**config.mk**
```make
export PLATFORM = sky130hd
export DESIGN_NAME = hazard_ctrl_param
export DESIGN_NICKNAME = d
export VERILOG_FILES = /design/src/rtl/hazard_ctrl_param.sv
export SDC_FILE = /design/constraint.sdc
export NUM_CORES = 1
export LEC_CHECK = 0
export CELL_PAD_IN_SITES_DETAIL_PLACEMENT = 0
export CELL_PAD_IN_SITES_GLOBAL_PLACEMENT = 1
export CORE_ASPECT_RATIO = 0.9
export CORE_UTILIZATION = 26
export CTS_CLUSTER_SIZE = 24
export DETAILED_ROUTE_END_ITERATION = 16
export GPL_TIMING_DRIVEN = 1
export HOLD_SLACK_MARGIN = 0.06
export PLACE_DENSITY = 0.67
export SYNTH_ARGS = -nofsm -noshare
export SYNTH_HDL_FRONTEND = slang
export SYNTH_SLANG_ARGS = --single-unit
```
**constraint.sdc**
```tcl
create_clock -name clk -period 2.7 [get_ports clk]
set_input_delay 0.27 -clock clk [delete_from_list [all_inputs] [get_ports clk]]
set_output_delay 0.27 -clock clk [all_outputs]
set_load 0.02 [all_outputs]
```
**src/rtl/hazard_ctrl_param.sv**
```systemverilog
// rtl/hazard_ctrl_param.sv - pipeline hazard controller: forwarding selects, stall/flush, MDU busy tracking, stall counter
module hazard_ctrl_param #(
  parameter int AW     = 5,
  parameter int MD_LAT = 32,
  parameter int SCW    = 32
) (
  input  logic           clk,
  input  logic           rst,
  input  logic [AW-1:0]  RsD,
  input  logic [AW-1:0]  RtD,
  input  logic [AW-1:0]  RsE,
  input  logic [AW-1:0]  RtE,
  input  logic [AW-1:0]  WriteRegE,
  input  logic [AW-1:0]  WriteRegM,
  input  logic [AW-1:0]  WriteRegW,
  input  logic           RegWriteE,
  input  logic           RegWriteM,
  input  logic           RegWriteW,
  input  logic           MemtoRegE,
  input  logic           MemtoRegM,
  input  logic           BranchD,
  input  logic           MdStartE,
  input  logic           MdUseD,
  output logic [1:0]     ForwardAE,
  output logic [1:0]     ForwardBE,
  output logic           ForwardAD,
  output logic           ForwardBD,
  output logic           StallF,
  output logic           StallD,
  output logic           FlushE,
  output logic           MdBusy,
  output logic [SCW-1:0] StallCnt
);

  // Busy-counter width follows the latency; it is not a free parameter.
  localparam int CW = $clog2(MD_LAT);
  localparam logic [CW-1:0] MD_RELOAD = CW'(MD_LAT - 1);
  localparam logic [CW-1:0] CNT_ONE   = CW'(1);
  localparam logic [SCW-1:0] SC_ONE   = SCW'(1);

  // Register 0 is hard-wired to zero, so it never matches anything.
  function automatic logic match(input logic [AW-1:0] x, input logic [AW-1:0] y);
    return (x != '0) && (x == y);
  endfunction

  logic [CW-1:0]  mdcnt_q, mdcnt_d;
  logic [SCW-1:0] stallcnt_q, stallcnt_d;

  logic lwstall;
  logic brstall;
  logic mdstall;
  logic stall;

  // E-stage ALU operand forwarding; the younger M result wins over W.
  always_comb begin
    ForwardAE = 2'b00;
    ForwardBE = 2'b00;
    if (match(RsE, WriteRegM) && RegWriteM) begin
      ForwardAE = 2'b10;
    end else if (match(RsE, WriteRegW) && RegWriteW) begin
      ForwardAE = 2'b01;
    end
    if (match(RtE, WriteRegM) && RegWriteM) begin
      ForwardBE = 2'b10;
    end else if (match(RtE, WriteRegW) && RegWriteW) begin
      ForwardBE = 2'b01;
    end
  end

  // D-stage branch comparator forwarding; loaded data is not ready in M so it is never forwarded.
  always_comb begin
    ForwardAD = match(RsD, WriteRegM) && RegWriteM && !MemtoRegM;
    ForwardBD = match(RtD, WriteRegM) && RegWriteM && !MemtoRegM;
  end

  // Hazard detection; stall controls are suppressed while in reset.
  always_comb begin
    lwstall = MemtoRegE && RegWriteE &&
              (match(RsD, WriteRegE) || match(RtD, WriteRegE));
    brstall = BranchD &&
              ((RegWriteE && (match(RsD, WriteRegE) || match(RtD, WriteRegE))) ||
               (MemtoRegM && (match(RsD, WriteRegM) || match(RtD, WriteRegM))));
    mdstall = MdUseD && MdBusy;
    stall   = !rst && (lwstall || brstall || mdstall);
    StallF  = stall;
    StallD  = stall;
    FlushE  = stall;
  end

  // MDU busy counter: a start reloads it (even mid-operation), otherwise it runs down to zero.
  always_comb begin
    mdcnt_d = mdcnt_q;
    if (MdStartE) begin
      mdcnt_d = MD_RELOAD;
    end else if (mdcnt_q != '0) begin
      mdcnt_d = mdcnt_q - CNT_ONE;
    end
  end

  // Stall-cycle performance counter, saturating at all-ones.
  always_comb begin
    stallcnt_d = stallcnt_q;
    if (stall && (stallcnt_q != '1)) begin
      stallcnt_d = stallcnt_q + SC_ONE;
    end
  end

  // State registers with synchronous reset.
  always_ff @(posedge clk) begin
    if (rst) begin
      mdcnt_q    <= '0;
      stallcnt_q <= '0;
    end else begin
      mdcnt_q    <= mdcnt_d;
      stallcnt_q <= stallcnt_d;
    end
  end

  // Status outputs.
  always_comb begin
    MdBusy   = (mdcnt_q != '0);
    StallCnt = stallcnt_q;
  end

endmodule

```
# --- Yosys cells after proc, flatten, opt, wreduce, memory -nomap -nowiden ---
# Cells that the tools add are included.
totals:
  regBits: 37
  input_bits: 45
  out_inout_bits: 42
  elab_cells: 56
op_classes:
  add_sub_neg: 2
  eq_ne: 9
  muxes: 6
  n_reduce_logical: 37
ops:
  columns: ["cell", "count"]
  rows:
  - ["$eq 5x5->1", 8]
  - ["$add 32x1->32 const B", 1]
  - ["$ne 32x32->1 const B", 1]
  - ["$reduce_bool 5->1", 5]
  - ["$logic_and 1x1->1", 24]
  - ["$mux 5", 2]
  - ["$logic_or 1x1->1", 5]
  - ["$sub 5x1->5 const B", 1]
  - ["$mux 2", 2]
  - ["$logic_not 1->1", 2]
  - ["$mux 1", 2]
  - ["$reduce_bool 2->1", 1]

# --- Logic depth before layout (Yosys ltp) ---
# Gate-level depths: netlist of run 1.
depth:
  ltp_word: 10
  depth_mapped: 11
  mapped_depth_nobuf: 8

# --- Worst setup path after synthesis of run 1 ---
# Ideal clock, no wire load.
synth_timing:
  path_type: "reg-to-output"
  from: "register mdcnt_q[0]"
  to: "output port StallD"
  arrival_time_ns: 2.150
  required_time_ns: 2.430
  setup_slack_ns: 0.280
  path_stages_with_launch: 11
  path_buffers: 4
  path_cell_list: "dfxtp_1 inv_1 ha_1 nand3b_1 a221oi_2 and2_1 buf_6 buf_6 buf_6 nor2_1 buf_4"
synth_via:
  elab_chain_len: 4
synth_rtl:
  columns: ["item", "line_no", "rtl"]
  rows:
  - ["start: declaration", "46", "logic [CW-1:0] mdcnt_q, mdcnt_d;"]
  - ["start signal: assignment", "114", "mdcnt_q <= mdcnt_d;"]
  - ["$reduce_bool 5->1", "121", "MdBusy = (mdcnt_q != '0);"]
  - ["via MdBusy", "31", "output logic MdBusy,"]
  - ["$logic_and 1x1->1", "83", "mdstall = MdUseD && MdBusy;"]
  - ["$logic_or 1x1->1", "84", "stall = !rst && (lwstall || brstall || mdstall);"]
  - ["$logic_and 1x1->1", "84", null]
  - ["end: declaration", "29", "output logic StallD,"]
# The timed path passes the listed nets, and every way through them passes these cells.

# --- Worst setup path after layout of run 1 ---
layout_timing:
  from: "input port RsE[1]"
  to: "output port ForwardAE[0]"
layout_via:
  elab_chain_len: 5
  word_cells_on_any_way: 9
  classes_between: "eq/ne: 2; mux: 2; reduce/logical: 5"
layout_rtl:
  columns: ["item", "line_no", "rtl"]
  rows:
  - ["start: declaration", "11", "input logic [AW-1:0] RsE,"]
  - ["$eq 5x5->1 or $reduce_bool 5->1 (tied branches)", "43", "return (x != '0) && (x == y);"]
  - ["$logic_and 1x1->1", "43", null]
  - ["$logic_and 1x1->1", "60", "end else if (match(RsE, WriteRegW) && RegWriteW) begin"]
  - ["$mux 1", "60", null]
  - ["$mux 2 *", "58", "if (match(RsE, WriteRegM) && RegWriteM) begin"]
  - ["end: declaration", "24", "output logic [1:0] ForwardAE,"]
# Every way passes the cells marked *; elsewhere a longest branch is shown, timed or not.

==> impl_metrics.env, run 1 <==
export IMPL_status="completed"
export IMPL_fill_cells=998
export IMPL_drc=0
export IMPL_synth_nets=372
export IMPL_area_delta_synth_final_pct=51.0
export IMPL_grt_busiest_layer="met2"
export IMPL_yosysUniqueCellTypes=42
export IMPL_rsz0062_at_grt="true"
export IMPL_stdcell_area_um2=3900
export IMPL_min_path_type="flip-flop to flip-flop"
export IMPL_preCtsSetupSlack_ns=-0.160
export IMPL_synth_compound_area_share_pct=11.4
export IMPL_rr_worst_depth=7
export IMPL_use_met1_pct=20.2
export IMPL_async_flop_share_pct=0
export IMPL_synthMuxAreaShare_pct=3.44
export IMPL_dieArea_um2=10300
export IMPL_die_y_um=96.6
export IMPL_grt_pass1_wl_um=12000
export IMPL_yosys_warnings=0
export IMPL_post_route_min_period_ns=2.59
export IMPL_clkSinkCount=37
export IMPL_regArea_um2=741
export IMPL_drt_wl_total_um=7370
export IMPL_holdWs_ns=0.501
export IMPL_hold_depth=2
export IMPL_finClkSkew_ns=0.00808
export IMPL_layout_common_cells="clkdlybuf4s50_1, buf_4, dfxtp_1"
export IMPL_synth_top_family_by_area="simple AND/OR/NAND/NOR gates"
export IMPL_place_gp_congestion=0.880
export IMPL_antenna_cells=0
export IMPL_utilization_pct=40.4
export IMPL_crit_fanout=2
export IMPL_fmax_mhz=386
export IMPL_grt_pass1_vias=2481
export IMPL_syn_inst=324
export IMPL_synth_edf_count=0
export IMPL_power_density_nw_per_um2=360
export IMPL_io_pins=87
export IMPL_portBuffers=86
export IMPL_syn_area_um2=2580
export IMPL_core_area_um2=9660
export IMPL_worst_slew_pin_slew_ns=0.494
export IMPL_critPathRequiredTime_ns=2.43
export IMPL_cts_tree="done"
export IMPL_synth_xor_area_share_pct=14.2
export IMPL_overflow=0
export IMPL_power_uw=1410
export IMPL_synth_top_flop_cell="dfxtp_1"
export IMPL_numCtsBuffers=5
export IMPL_ys_seq_elements=37
export IMPL_routedWlPerCell_um=13.1
export IMPL_worstSetupStartpointType="input port"
export IMPL_vias=2714
export IMPL_cp_data_arrival_time_ns=2.32
export IMPL_rows=34
export IMPL_report_final_slew_viol_count=0
export IMPL_clk_pin_slew_ns=0.08
export IMPL_end_kind="output pin"
export IMPL_seq_area_frac_synth_pct=28.7
export IMPL_antenna_found_initial=0
export IMPL_use_met3_pct=3.22
export IMPL_start_util_pct=26.7
export IMPL_avgSynthCellArea_um2=7.97
export IMPL_layout_commonest_cell="clkdlybuf4s50_1"
export IMPL_die_w_um=107
export IMPL_drtIter0Drc=149
export IMPL_worstSetupPathType="input port to output pin"
export IMPL_drtPass1Iterations=4
export IMPL_cap_violations=0
export IMPL_vias_per_cell=4.82
export IMPL_dpl_cell_area_um2=3780
export IMPL_use_met2_pct=22.3
export IMPL_clockBufferDepth=2
export IMPL_grt_total_usage_pct=14.7
export IMPL_period_share_pct=96.0
export IMPL_fin_ws_ns=0.107
export IMPL_synth_fa_ha_area_share_pct=1.45
export IMPL_synthSimpleGateAreaFrac_pct=35.4
export IMPL_root_buffer="clkbuf_8"
export IMPL_p_leak_uw=0.00134
export IMPL_drive_gt1_share_pct=12.4
export IMPL_clk_latency_ns=0.29
export IMPL_nNetsFinal=484
export IMPL_ant_nets=0
export IMPL_dp_hpwl_um=5820
export IMPL_grt_start_max_net_pins=50
export IMPL_final_hold_violation_count=0
export IMPL_multi_input_area_um2=1710
export IMPL_ir_worst_vdd_v=0.000192
export IMPL_h_tree_depth=2
export IMPL_max_slew_margin_pct=67.1
export IMPL_setup_violations=0
## per-layer routing
layer	share of wire, %	routed length [um]	vias to the layer above
li1	-	-	1379
met1	49	3630	1261
met2	44	3220	66
met3	5.4	395	8
met4	1.8	133	0
met5	0	0	-
## worst paths after layout
check	start	end	slack, ns
setup / recovery	RsE[1]	ForwardAE[0]	0.11
hold / removal	StallCnt[17]	StallCnt[17]	0.50
setup reg to reg	StallCnt[19]	StallCnt[20]	0.33
hold reg to reg	StallCnt[17]	StallCnt[17]	0.50
## logic make-up after synthesis
group | Yosys count
adder cells (fa/ha/maj) | 3
AO/OA/AOI/OAI | 51
XOR/XNOR | 42
AND/OR/NAND/NOR | 159
multiplexers | 8
flip-flops | 37
buffers and inverters | 24
## flip-flops by register name (all words and copies together) (netlist names)
| signal | cells |
|---|---|
| StallCnt | 32 |
| mdcnt_q | 5 |
## stage by stage
| step | std cells | setup TNS (ns) |
|---|---|---|
| 2_1_floorplan | 324 | 0 |
| 3_3_place_gp | 555 | -0.402 |
| 3_5_place_dp | 555 | -1.55 |
| 4_1_cts | 563 | 0 |
| 5_1_grt | 563 | -0.00631 |
| 6_report | 563 | 0 |
## cell type report
cell class	count	share of cell area (%)
clock buffers	7	2.21
clock inverters	1	0.770
inverters	4	0.385
multi-input cells	263	43.7
flip-flops and latches	37	19.0
well taps	126	4.04
repair buffers	125	29.9
## worst max-delay path, stage by stage
cell and delay (ns):
clkdlybuf4s50_1 0.41, or4_1 0.51, nor2_1 0.13, nor4_1 0.09
nor4_1 0.26, clkdlybuf4s50_1 0.65
## synthesized netlist by cell type (2+ instances only)
library cell / count / area [um^2]
nand2_1: 18 / 67.6
clkbuf_1: 9 / 33.8
buf_6: 5 / 56.3
mux2_1: 6 / 67.6
or3_1: 17 / 106
nor4_1: 12 / 75.1
a211oi_1: 2 / 15.0
nor3_1: 3 / 15.0
nand4_1: 14 / 87.6
buf_2: 2 / 10.0
dfxtp_1: 37 / 741
nand3b_1: 3 / 22.5
a21oi_1: 24 / 120
o21bai_1: 4 / 30.0
nand2b_1: 8 / 50.1
xnor2_1: 32 / 280
nor3b_1: 4 / 30.0
and3_1: 4 / 25.0
nor4b_2: 3 / 45.0
nor2_1: 29 / 109
o31ai_1: 4 / 30.0
nor2b_1: 10 / 62.6
and2_1: 3 / 18.8
and4_1: 2 / 17.5
o21ai_0: 15 / 75.1
nand3_1: 16 / 80.1
or4_1: 8 / 60.1
inv_1: 4 / 15.0
ha_1: 3 / 37.5
buf_4: 2 / 15.0
xor2_1: 10 / 87.6
## power by group
part / leakage [uW] / total (uW) / internal, uW / switching [uW]
clock network: 0.0000585 / 505 / 301 / 204
logic: 0.000978 / 332 / 185 / 148
registers: 0.000300 / 567 / 557 / 10.2
total: 0.00134 / 1410 / 1040 / 362
## timing repair
| item | 4_1_cts | 5_1_grt |
|---|---|---|
| endpoints found under the hold margin | 0 | 0 |
| buffers inserted | 0 | 0 |
| hold buffers | 0 | 0 |
| gates resized for setup | 3 | 2 |
| endpoints found under the setup margin | 3 | 4 |
Note: power is estimated with default switching activity, not from simulation.
==> run 2: changes to the inputs <==
- ABC_CLOCK_PERIOD_IN_PS: unset -> 2700
==> results of run 2 <==
Same layout as run 1: the final DEF is identical, and so are final timing and power.
==> run 3: changes to the inputs <==
- ABC_AREA: unset -> 1
- ABC_CLOCK_PERIOD_IN_PS: 2700 -> unset
- PLACE_DENSITY: 0.67 -> 0.68
==> impl_metrics.env, run 3 <==
export IMPL_area_delta_synth_final_pct=40.6
export IMPL_yosysUniqueCellTypes=35
export IMPL_post_cts_resized=0
export IMPL_cap_violations=0
export IMPL_synth_area_leaders="dfxtp_1, nand2_1, nor2_1"
export IMPL_overflow=0
export IMPL_vias_per_cell=4.40
export IMPL_hold_buffers=0
export IMPL_synth_commonest_cells="nand2_1, nor2_1, inv_1, dfxtp_1, nand3_1"
export IMPL_synth_most_common_cell="nand2_1"
export IMPL_antenna_cells=0
export IMPL_final_cells=731
export IMPL_final_hold_violation_count=0
export IMPL_postCtsSetupBuffers=0
export IMPL_ir_worst_vdd_v=0.000185
export IMPL_grt_start_max_net_pins=55
export IMPL_largest_reg_flops=32
export IMPL_clk_latency_ns=0.28
export IMPL_die_y_um=103
export IMPL_root_buffer="clkbuf_16"
export IMPL_avgSynthCellArea_um2=6.04
export IMPL_layout_common_cells="nand2_1, clkdlybuf4s50_1, nor2_1"
export IMPL_dp_hpwl_um=6720
export IMPL_fmax_mhz=400
export IMPL_clkSinkCount=37
export IMPL_grt_pass1_vias=2924
export IMPL_syn_inst=491
export IMPL_drtIter0Drc=99
export IMPL_rows=36
export IMPL_portBuffers=86
export IMPL_r2r_slack_ns=0.35
export IMPL_stdcell_area_um2=4170
export IMPL_ys_seq_elements=37
export IMPL_status="completed"
export IMPL_grt_total_usage_pct=14.9
export IMPL_synth_nets=539
export IMPL_finClkSkew_ns=0.00555
export IMPL_crit_fanout=4
export IMPL_rsz0062_at_grt="false"
export IMPL_drive_gt1_share_pct=9.67
export IMPL_vias=3214
export IMPL_async_flop_share_pct=0
export IMPL_cp_data_arrival_time_ns=2.23
export IMPL_place_gp_congestion=0.836
export IMPL_nNetsFinal=627
export IMPL_place_inst=724
export IMPL_period_share_pct=92.7
export IMPL_r2r_start="StallCnt[1]"
export IMPL_worstSetupPathType="input port to output pin"
export IMPL_routedWlPerCell_um=11.7
export IMPL_critPathRequiredTime_ns=2.43
export IMPL_drtPass1Iterations=4
export IMPL_io_pins=87
export IMPL_setup_violations=0
export IMPL_drc=0
export IMPL_drt_wl_total_um=8520
export IMPL_report_final_slew_viol_count=0
export IMPL_die_w_um=115
export IMPL_dpl_cell_area_um2=4010
export IMPL_antenna_found_initial=0
export IMPL_utilization_pct=38.1
export IMPL_p_leak_uw=0.00181
export IMPL_core_area_um2=10900
export IMPL_dieArea_um2=11800
export IMPL_ant_nets=0
export IMPL_rr_endpoint="StallCnt[25]"
export IMPL_min_path_type="flip-flop to flip-flop"
export IMPL_power_density_nw_per_um2=351
export IMPL_max_slew_margin_pct=65.5
export IMPL_start_util_pct=27.1
export IMPL_netlist_area_leader_share_pct=25.0
export IMPL_h_tree_depth=2
export IMPL_clk_pin_slew_ns=0.05
export IMPL_syn_area_um2=2970
export IMPL_end_kind="output pin"
export IMPL_startpoint="WriteRegM[4]"
export IMPL_post_route_min_period_ns=2.50
export IMPL_yosys_area_top_type="dfxtp_1"
export IMPL_crit_end="ForwardAE[1]"
export IMPL_synth_edf_count=0
export IMPL_cts_tree="done"
export IMPL_worst_slew_pin_slew_ns=0.513
export IMPL_grt_pass1_wl_um=14000
export IMPL_rr_worst_depth=11
export IMPL_synth_top_flop_cell="dfxtp_1"
export IMPL_worstSetupStartpointType="input port"
export IMPL_yosys_warnings=0
export IMPL_seq_area_frac_synth_pct=25.0
export IMPL_clockBufferDepth=2
export IMPL_fin_setup_tns_ns=0
export IMPL_numCtsBuffers=5
export IMPL_layout_commonest_cell="nand2_1"
## run 3: changes by cell type in the layout (fill, tap and decap cells not counted), moves of 11 or more
cell and delta:
inv_1 +55, xnor2_1 -11, nand2_1 +119, o21ai_0 -12, buf_4 -30, nor2_1 +48
or3_1 -15, nand3_1 +14, nor3_1 +11
## run 3: layout make-up
type,count,area (um^2)
clock buffers,7,143
repair buffers,95,948
flip-flops and latches,37,741
well taps,152,190
fillers,1201,6780
multi-input cells,369,1880
inverters,71,267
## run 3: metal layers
layer	wire length, um	vias to the layer above	track usage (%)	part of all wire (%)
li1	-	1712	-	-
met1	4190	1425	19.0	49
met2	3920	71	25.9	46
met3	372	6	3.15	4.4
met4	36	0	3.60	0.42
met5	0	-	0	0
## run 3: worst min path at each step
stage / to / startpoint / cells past startpoint / slack (ns)
2_1_floorplan: mdcnt_q[2] / rst / 1 / 0.35
3_3_place_gp: mdcnt_q[0] / mdcnt_q[0] / 2 / 0.45
3_5_place_dp: mdcnt_q[0] / mdcnt_q[0] / 2 / 0.46
4_1_cts: mdcnt_q[0] / mdcnt_q[0] / 2 / 0.47
5_1_grt: mdcnt_q[0] / mdcnt_q[0] / 2 / 0.49
6_report: mdcnt_q[0] / mdcnt_q[0] / 2 / 0.46
## run 3: cells by family (layout without fill, tap and decap cells)
family	count (synthesis)	after routing	share of synthesized area (%)
xor+xnor	31	31	9.15
buf+inv	85	173	11.8
flops	37	37	25.0
simple gates	305	305	47.0
fa+ha+maj	3	3	1.27
compound gates	30	30	5.78
## run 3: metrics by stage
stage	power [uW]	setup slack, ns	hold WS [ns]
2_1_floorplan	749	0.701	0.348
3_3_place_gp	891	0.0843	0.454
3_5_place_dp	892	0.0913	0.459
4_1_cts	1490	0.0674	0.467
5_1_grt	1540	0.0896	0.489
6_report	1460	0.198	0.465
## run 3: where the power goes
group / total (uW) / internal (uW) / switching (uW) / leakage [uW]
Combinational: 310 / 152 / 159 / 0.00144
Sequential: 568 / 558 / 9.56 / 0.000300
Clock: 586 / 363 / 223 / 0.0000700
## run 3: worst max-delay path: stages
cell	delay, ns
clkdlybuf4s50_1	0.52
xor2_1	0.19
a211oi_1	0.18
o2111ai_1	0.15
nor4_2	0.25
clkdlybuf4s50_1	0.67
